--- src/rtl/mantissa_normalizer.sv ---
`default_nettype none
// ============================================================================
// Module   : mantissa_normalizer
// Brief    : Post-add normalization; shifts the mantissa left one bit per
//            cycle until the hidden bit is set, decrementing the exponent.
// Revision : 1.0 - initial release
// ============================================================================
module mantissa_normalizer #(
    parameter int ExponentSize = 8,
    parameter int MantissaSize = 24
) (
    input  logic                    Clk,
    input  logic                    Reset,
    input  logic                    InValid,
    output logic                    InReady,
    input  logic                    InSign,
    input  logic [ExponentSize-1:0] InExponent,
    input  logic [MantissaSize-1:0] InMantissa,
    output logic                    OutValid,
    input  logic                    OutReady,
    output logic                    OutSign,
    output logic [ExponentSize-1:0] OutExponent,
    output logic [MantissaSize-1:0] OutMantissa,
    output logic                    Zero,
    output logic                    Underflow
);

    localparam logic [1:0] c_STATE_IDLE  = 2'd0;
    localparam logic [1:0] c_STATE_SHIFT = 2'd1;
    localparam logic [1:0] c_STATE_DONE  = 2'd2;

    logic [1:0]              r_state;
    logic [1:0]              w_nextState;
    logic [ExponentSize-1:0] r_workExp;
    logic [MantissaSize-1:0] r_workMant;
    logic                    r_workSign;
    logic                    r_outSign;
    logic [ExponentSize-1:0] r_outExp;
    logic [MantissaSize-1:0] r_outMant;
    logic                    r_zero;
    logic                    r_underflow;

    logic w_mantIsZero;
    logic w_hiddenSet;
    logic w_expIsZero;

    assign w_mantIsZero = (r_workMant == '0);
    assign w_hiddenSet  = r_workMant[MantissaSize-1];
    assign w_expIsZero  = (r_workExp == '0);

    // State register
    always_ff @(posedge Clk) begin
        if (Reset) begin
            r_state <= c_STATE_IDLE;
        end else begin
            r_state <= w_nextState;
        end
    end

    // Next-state logic
    always_comb begin
        w_nextState = r_state;
        case (r_state)
            c_STATE_IDLE: begin
                if (InValid) begin
                    w_nextState = c_STATE_SHIFT;
                end
            end
            c_STATE_SHIFT: begin
                if (w_mantIsZero || w_hiddenSet || w_expIsZero) begin
                    w_nextState = c_STATE_DONE;
                end
            end
            c_STATE_DONE: begin
                if (OutReady) begin
                    w_nextState = c_STATE_IDLE;
                end
            end
            default: w_nextState = c_STATE_IDLE;
        endcase
    end

    // Output logic; ready is also masked by Reset so no operand is offered
    // acceptance while the block is being cleared.
    always_comb begin
        InReady  = 1'b0;
        OutValid = 1'b0;
        case (r_state)
            c_STATE_IDLE: InReady  = ~Reset;
            c_STATE_DONE: OutValid = 1'b1;
            default: begin
                InReady  = 1'b0;
                OutValid = 1'b0;
            end
        endcase
    end

    // Datapath: working registers plus a separate result bank that only
    // updates on the decision edge, so outputs hold steady outside DONE.
    always_ff @(posedge Clk) begin
        if (Reset) begin
            r_workExp   <= '0;
            r_workMant  <= '0;
            r_workSign  <= 1'b0;
            r_outSign   <= 1'b0;
            r_outExp    <= '0;
            r_outMant   <= '0;
            r_zero      <= 1'b0;
            r_underflow <= 1'b0;
        end else begin
            case (r_state)
                c_STATE_IDLE: begin
                    if (InValid) begin
                        r_workExp   <= InExponent;
                        r_workMant  <= InMantissa;
                        r_workSign  <= InSign;
                        r_zero      <= 1'b0;
                        r_underflow <= 1'b0;
                    end
                end
                c_STATE_SHIFT: begin
                    if (w_mantIsZero) begin
                        r_workExp  <= '0;
                        r_workSign <= 1'b0;
                        r_outExp   <= '0;
                        r_outMant  <= '0;
                        r_outSign  <= 1'b0;
                        r_zero     <= 1'b1;
                    end else if (w_hiddenSet) begin
                        r_outExp  <= r_workExp;
                        r_outMant <= r_workMant;
                        r_outSign <= r_workSign;
                    end else if (w_expIsZero) begin
                        r_outExp    <= r_workExp;
                        r_outMant   <= r_workMant;
                        r_outSign   <= r_workSign;
                        r_underflow <= 1'b1;
                    end else begin
                        r_workMant <= {r_workMant[MantissaSize-2:0], 1'b0};
                        r_workExp  <= r_workExp - ExponentSize'(1);
                    end
                end
                default: begin
                    r_workExp <= r_workExp;
                end
            endcase
        end
    end

    assign OutSign     = r_outSign;
    assign OutExponent = r_outExp;
    assign OutMantissa = r_outMant;
    assign Zero        = r_zero;
    assign Underflow   = r_underflow;

endmodule
`default_nettype wire
--- config.mk ---
export PLATFORM = sky130hd
export DESIGN_NAME = mantissa_normalizer
export DESIGN_NICKNAME = d
export VERILOG_FILES = /design/src/rtl/mantissa_normalizer.sv
export SDC_FILE = /design/constraint.sdc
export NUM_CORES = 1
export LEC_CHECK = 0
export ABC_AREA = 1
export BUFFER_PORTS_ARGS = -buffer_cell sky130_fd_sc_hd__buf_2
export CAP_MARGIN = 40
export CORE_UTILIZATION = 59
export CTS_BUF_LIST = sky130_fd_sc_hd__clkbuf_4 sky130_fd_sc_hd__clkbuf_8 sky130_fd_sc_hd__clkbuf_16
export DETAILED_ROUTE_END_ITERATION = 10
export GPL_TIMING_DRIVEN = 0
export PLACE_DENSITY = 0.94
export SLEW_MARGIN = 20
export SYNTH_ARGS = -nofsm -noshare
export SYNTH_HDL_FRONTEND = slang
export SYNTH_SLANG_ARGS = --single-unit
--- constraint.sdc ---
create_clock -name Clk -period 2.9 [get_ports Clk]
set_input_delay 0.29 -clock Clk [delete_from_list [all_inputs] [get_ports Clk]]
set_output_delay 0.29 -clock Clk [all_outputs]
set_load 0.01 [all_outputs]
======== Word-level counts from Yosys, hierarchy flattened ========
Index checks and enable logic that the tools add are counted.
cells by class
  add/sub/neg operators ................... 1
  equality and inequality tests ........... 12
  multiplexer cells ....................... 35
  bitwise operators ....................... 1
  reduce and logical (&&, ||, !) cells .... 14
operators with widths
  operator                                                               number
  24-bit 2-to-1 mux                                                      7
  8-bit 2-to-1 mux                                                       7
  24-bit one-hot mux with 2 select lines                                 1
  24-bit logical NOT                                                     1
  2-bit != test, second input constant                                   8
  8-bit one-hot mux with 2 select lines                                  1
  1-bit 2-to-1 mux                                                       12
  5-bit AND reduction                                                    2
  3-bit AND reduction                                                    3
  8-bit logical NOT                                                      1
  8-bit by 1-bit subtractor with 8-bit output, second input constant     1
  2-bit 2-to-1 mux                                                       3
  3-bit != test, second input constant                                   2
  1-bit one-hot mux with 2 select lines                                  3
  2-bit one-hot mux with 3 select lines                                  1
  4-bit AND reduction                                                    1
  3-bit nonzero test                                                     1
  2-bit by 1-bit equality test with 1-bit output, second input constant  1
  2-bit equality test, second input constant                             1
  2-bit logical NOT                                                      1
  1-bit logical OR                                                       2
  2-bit AND reduction                                                    1
  2-bit nonzero test                                                     1
  1-bit NOT                                                              1
storage, ports and cells
  register bits after elaboration ......... 70
  output and inout port bits .............. 37
  word-level logic and storage cells ...... 73

======== Depth between registers and ports, before layout ========
  word-level depth ........................ 5
  gate-level depth with buffers ........... 13

======== Worst setup path before layout ========
OpenSTA, ideal clock, no wires.
  path type ............................... register to register
  from .................................... reg r_workExp[0]
  to ...................................... reg r_workMant[0]
  setup time .............................. 131 ps
  arrival time ............................ 1,448 ps
  path slack .............................. 1,321 ps
  stages on the path, launching flop included .. 13
  buffers on the path ..................... 2
  period minus slack after synthesis ...... 1,579 ps
  path through ............................ dfxtp_1 inv_1 ha_1 nand3_2 nor2_4 nor2_4 nand2_4 buf_12 inv_8 nand2_8 buf_12 nand3_2 a21oi_2
on the way
  longest elaborated chain between the ends .. 3
ends and longest elaborated chain
  element                        line  text
  start: declaration             34    logic [ExponentSize-1:0] r_workExp;
  start signal: assignment       114   r_workExp <= InExponent;
  start signal: assignment       140   r_workExp <= r_workExp - ExponentSize'(1);
  start signal: assignment       144   r_workExp <= r_workExp;
  8-bit logical NOT              49    assign w_expIsZero = (r_workExp == '0);
  2-bit != test (no line)        --
  5-bit AND reduction (no line)  --
  end signal: assignment         115   r_workMant <= InMantissa;
  end signal: assignment         139   r_workMant <= {r_workMant[MantissaSize-2:0], 1'b0};
  end: declaration               35    logic [MantissaSize-1:0] r_workMant;
No other way between the ends.
A chain may end at the register's enable or synchronous reset.

======== Worst setup path in the final report ========
  from .................................... reg r_workExp[0]
  to ...................................... reg r_workMant[6]
The elaborated chain is that of the path after synthesis.

==> results.yml <==
status:
  status: "completed"
global_route:
  grt_pass1_vias: 3281
  grt_util_all_layers_pct: 29.8
  met1_usage_pct: 34.8
  grt_use_met2_pct: 50.9
  antenna_found_initial: 0
  grt_max_degree: 12
  gr-usage-met3_pct: 5.83
  grt_pass1_wl_um: 14400
  grt_overflow_total: 0
  busiest_layer: "met2"
synthesis:
  synth_area_leaders: "dfxtp_1 39%, nand2_1 14%, nand3_2 6.5%, nor2_1 6.3%, a21oi_1 5.3%"
  yosysSeqAreaShare_pct: 39.3
  synth_nets: 534
  synth_top_area_share_pct: 39.3
  syn_area_per_cell_sq_um: 7.21
  syn_inst: 495
  ys_async_sr_fraction_pct: 0
  synthTopCellsByCount: "134 x nand2_1, 70 x dfxtp_1, 60 x nor2_1, 38 x a21oi_1, 34 x inv_1"
  yosysMostFrequentCell: "nand2_1"
  synth_edf_count: 0
  syn_area_sq_um: 3570
  ys.flop_type: "dfxtp_1"
  synth_seq_cells: 70
  yosys_warnings: 0
  synthDistinctLibCells: 28
  yosysTopAreaCell: "dfxtp_1"
drt:
  drc: 0
  vias: 3554
  wl_per_cell_um: 13.6
  via_per_inst: 5.43
  drt_pass1_iterations: 7
  wirelength_um: 8910
  drt_iter0_drc: 174
  ant_nets: 0
timing:
  fin_worst_skew_ns: 0.00540
  hold_viol_final: 0
  period_needed_ns: 1.86
  post-route-period-util_pct: 64.2
  maxSlewViolCount: 0
  clock.fmax_mhz: 537
  rsz0062_at_grt: "false"
  fin_setup_tns_ns: 0
  worstMarginPinSlew_ns: 0.584
  final-setup-viol-count: 0
  maxSlewHeadroom_pct: 61.0
clocking:
  post_cts_buffers: 0
  cts_buffer_depth: 2
  cts_tree: "built"
  clock-sinks: 70
  cts_max_level: 3
  root_buffer: "clkbuf_8"
  clk_pin_slew_ns: 0.07
  cts_hold_buf: 0
  numCtsBuffers: 9
  insertion_delay_ns: 0.35
  cts_resized: 0
layout:
  drive_above_1_share_pct: 30.2
  postLayoutCellArea_sq_um: 4180
  fin_nets: 618
  fin_util_pct: 73.7
  area_delta_synth_final_pct: 17.2
  antenna_cells: 0
critical_path:
  cp_data_required_time_ns: 3.15
  critical_path.endpoint_type: "register"
  crit_fanout: 10
  crit_type: "reg -> reg"
  cp-start-kind: "register"
  worstPathArrival_ns: 2.11
floorplanning:
  die_h_um: 79.8
  initial_utilization_pct: 62.9
  io_pins: 74
  die_area_sq_um: 6360
  fp-row-count: 27
  die_w_um: 79.8
  core_area_sq_um: 5680
flow_run:
  drv_cap: 0
place:
  place_congestion: 0.888
  io_buffers: 73
  dp_hpwl_um: 6370
  place_area_sq_um: 4020
power:
  power.total_mw: 3.31
  leakagePower_nw: 2.00
  ir_drop_uv: 427
  power_density_nw_per_um2: 791
hold_path:
  hold_path_class: "in -> reg"
-- worst paths after layout --
path              slack (ns)                      endpoint                          from  cells after the start
setup reg to reg        1.04    r_workMant[6]$_SDFFE_PP0P_     r_workExp[0]$_SDFFE_PP0P_                     10
hold reg to reg         0.46  OutMantissa[12]$_SDFFE_PP0P_  OutMantissa[12]$_SDFFE_PP0P_                      2
hold / removal          0.20       r_workSign$_SDFFE_PP0P_                        InSign                      3
setup / recovery        1.04    r_workMant[6]$_SDFFE_PP0P_     r_workExp[0]$_SDFFE_PP0P_                     10
-- critical path, cell delays in order, from the launching register on --
cell and delay, ns:
dfxtp_1 0.33, inv_1 0.12, ha_1 0.18, nand3_2 0.11, nor2_4 0.16, nor2_4 0.07
nand2_1 0.10, clkbuf_1 0.34, o21ai_0 0.16, nor2_1 0.15, nor2_2 0.05
-- sequential cells by signal, indices dropped and copies added (netlist names) --
register and cells:
r_workMant 24, r_state 2, Zero 1, OutMantissa 24, Underflow 1, OutSign 1, r_workSign 1, OutExponent 8
r_workExp 8
-- cell type report --
class,count,area (sq um)
clock inverter,5,27.5
inverter,43,169
tap,72,90.1
fill,444,1490
sequential,70,1400
timing repair buffer,73,365
clock buffer,10,131
multi-input combinational,357,1810
buffer,25,188
-- metal layers --
| layer | wire length [um] | up-vias |
|---|---|---|
| met1 | 3570 | 1640 |
| met5 | 0 | - |
| met3 | 634 | 33 |
| met4 | 322 | 0 |
| met2 | 4380 | 157 |
| li1 | - | 1724 |
-- logic make-up after synthesis --
group / Yosys count / share of synthesized area [%]
simple gates: 277 / 38.1
compound gates: 73 / 10.7
flops: 70 / 39.3
buf+inv: 68 / 9.99
xor+xnor: 5 / 1.23
fa+ha+maj: 2 / 0.701
-- power by group --
part | switching [mW] | internal, mW | total (mW) | leakage [nW]
combinational | 0.881 | 0.504 | 1.38 | 1.34
sequential | 0.125 | 1.12 | 1.24 | 0.573
clock | 0.372 | 0.309 | 0.681 | 0.0851
total | 1.38 | 1.93 | 3.31 | 2.00
-- layout by cell type (no fill, tap or decap), types with 2 or more instances in the layout --
cell type  instances
nand4_1            3
clkbuf_8           9
buf_2             77
clkbuf_1           8
xor2_1             4
o21ai_0           33
nand2_4            3
nand3_1           20
nor2_1            60
inv_2              8
dfxtp_1           70
nor2_4             2
buf_4              8
ha_1               2
clkinv_2           4
buf_12             2
a21oi_1           38
nand2_2            8
inv_1             34
nand2_1          134
nor2_2            22
buf_6              2
nand3_2           23
-- per-stage QoR --
step	hold slack [ns]	setup slack [ns]	instances
after CTS	0.198	1.08	655
after global placement	0.449	1.16	640
final	0.201	1.04	655
after global routing	0.199	0.908	655
after detailed placement	0.454	1.10	640
after floorplan	0.437	1.32	495
Note: power is estimated with default switching activity, not from simulation.
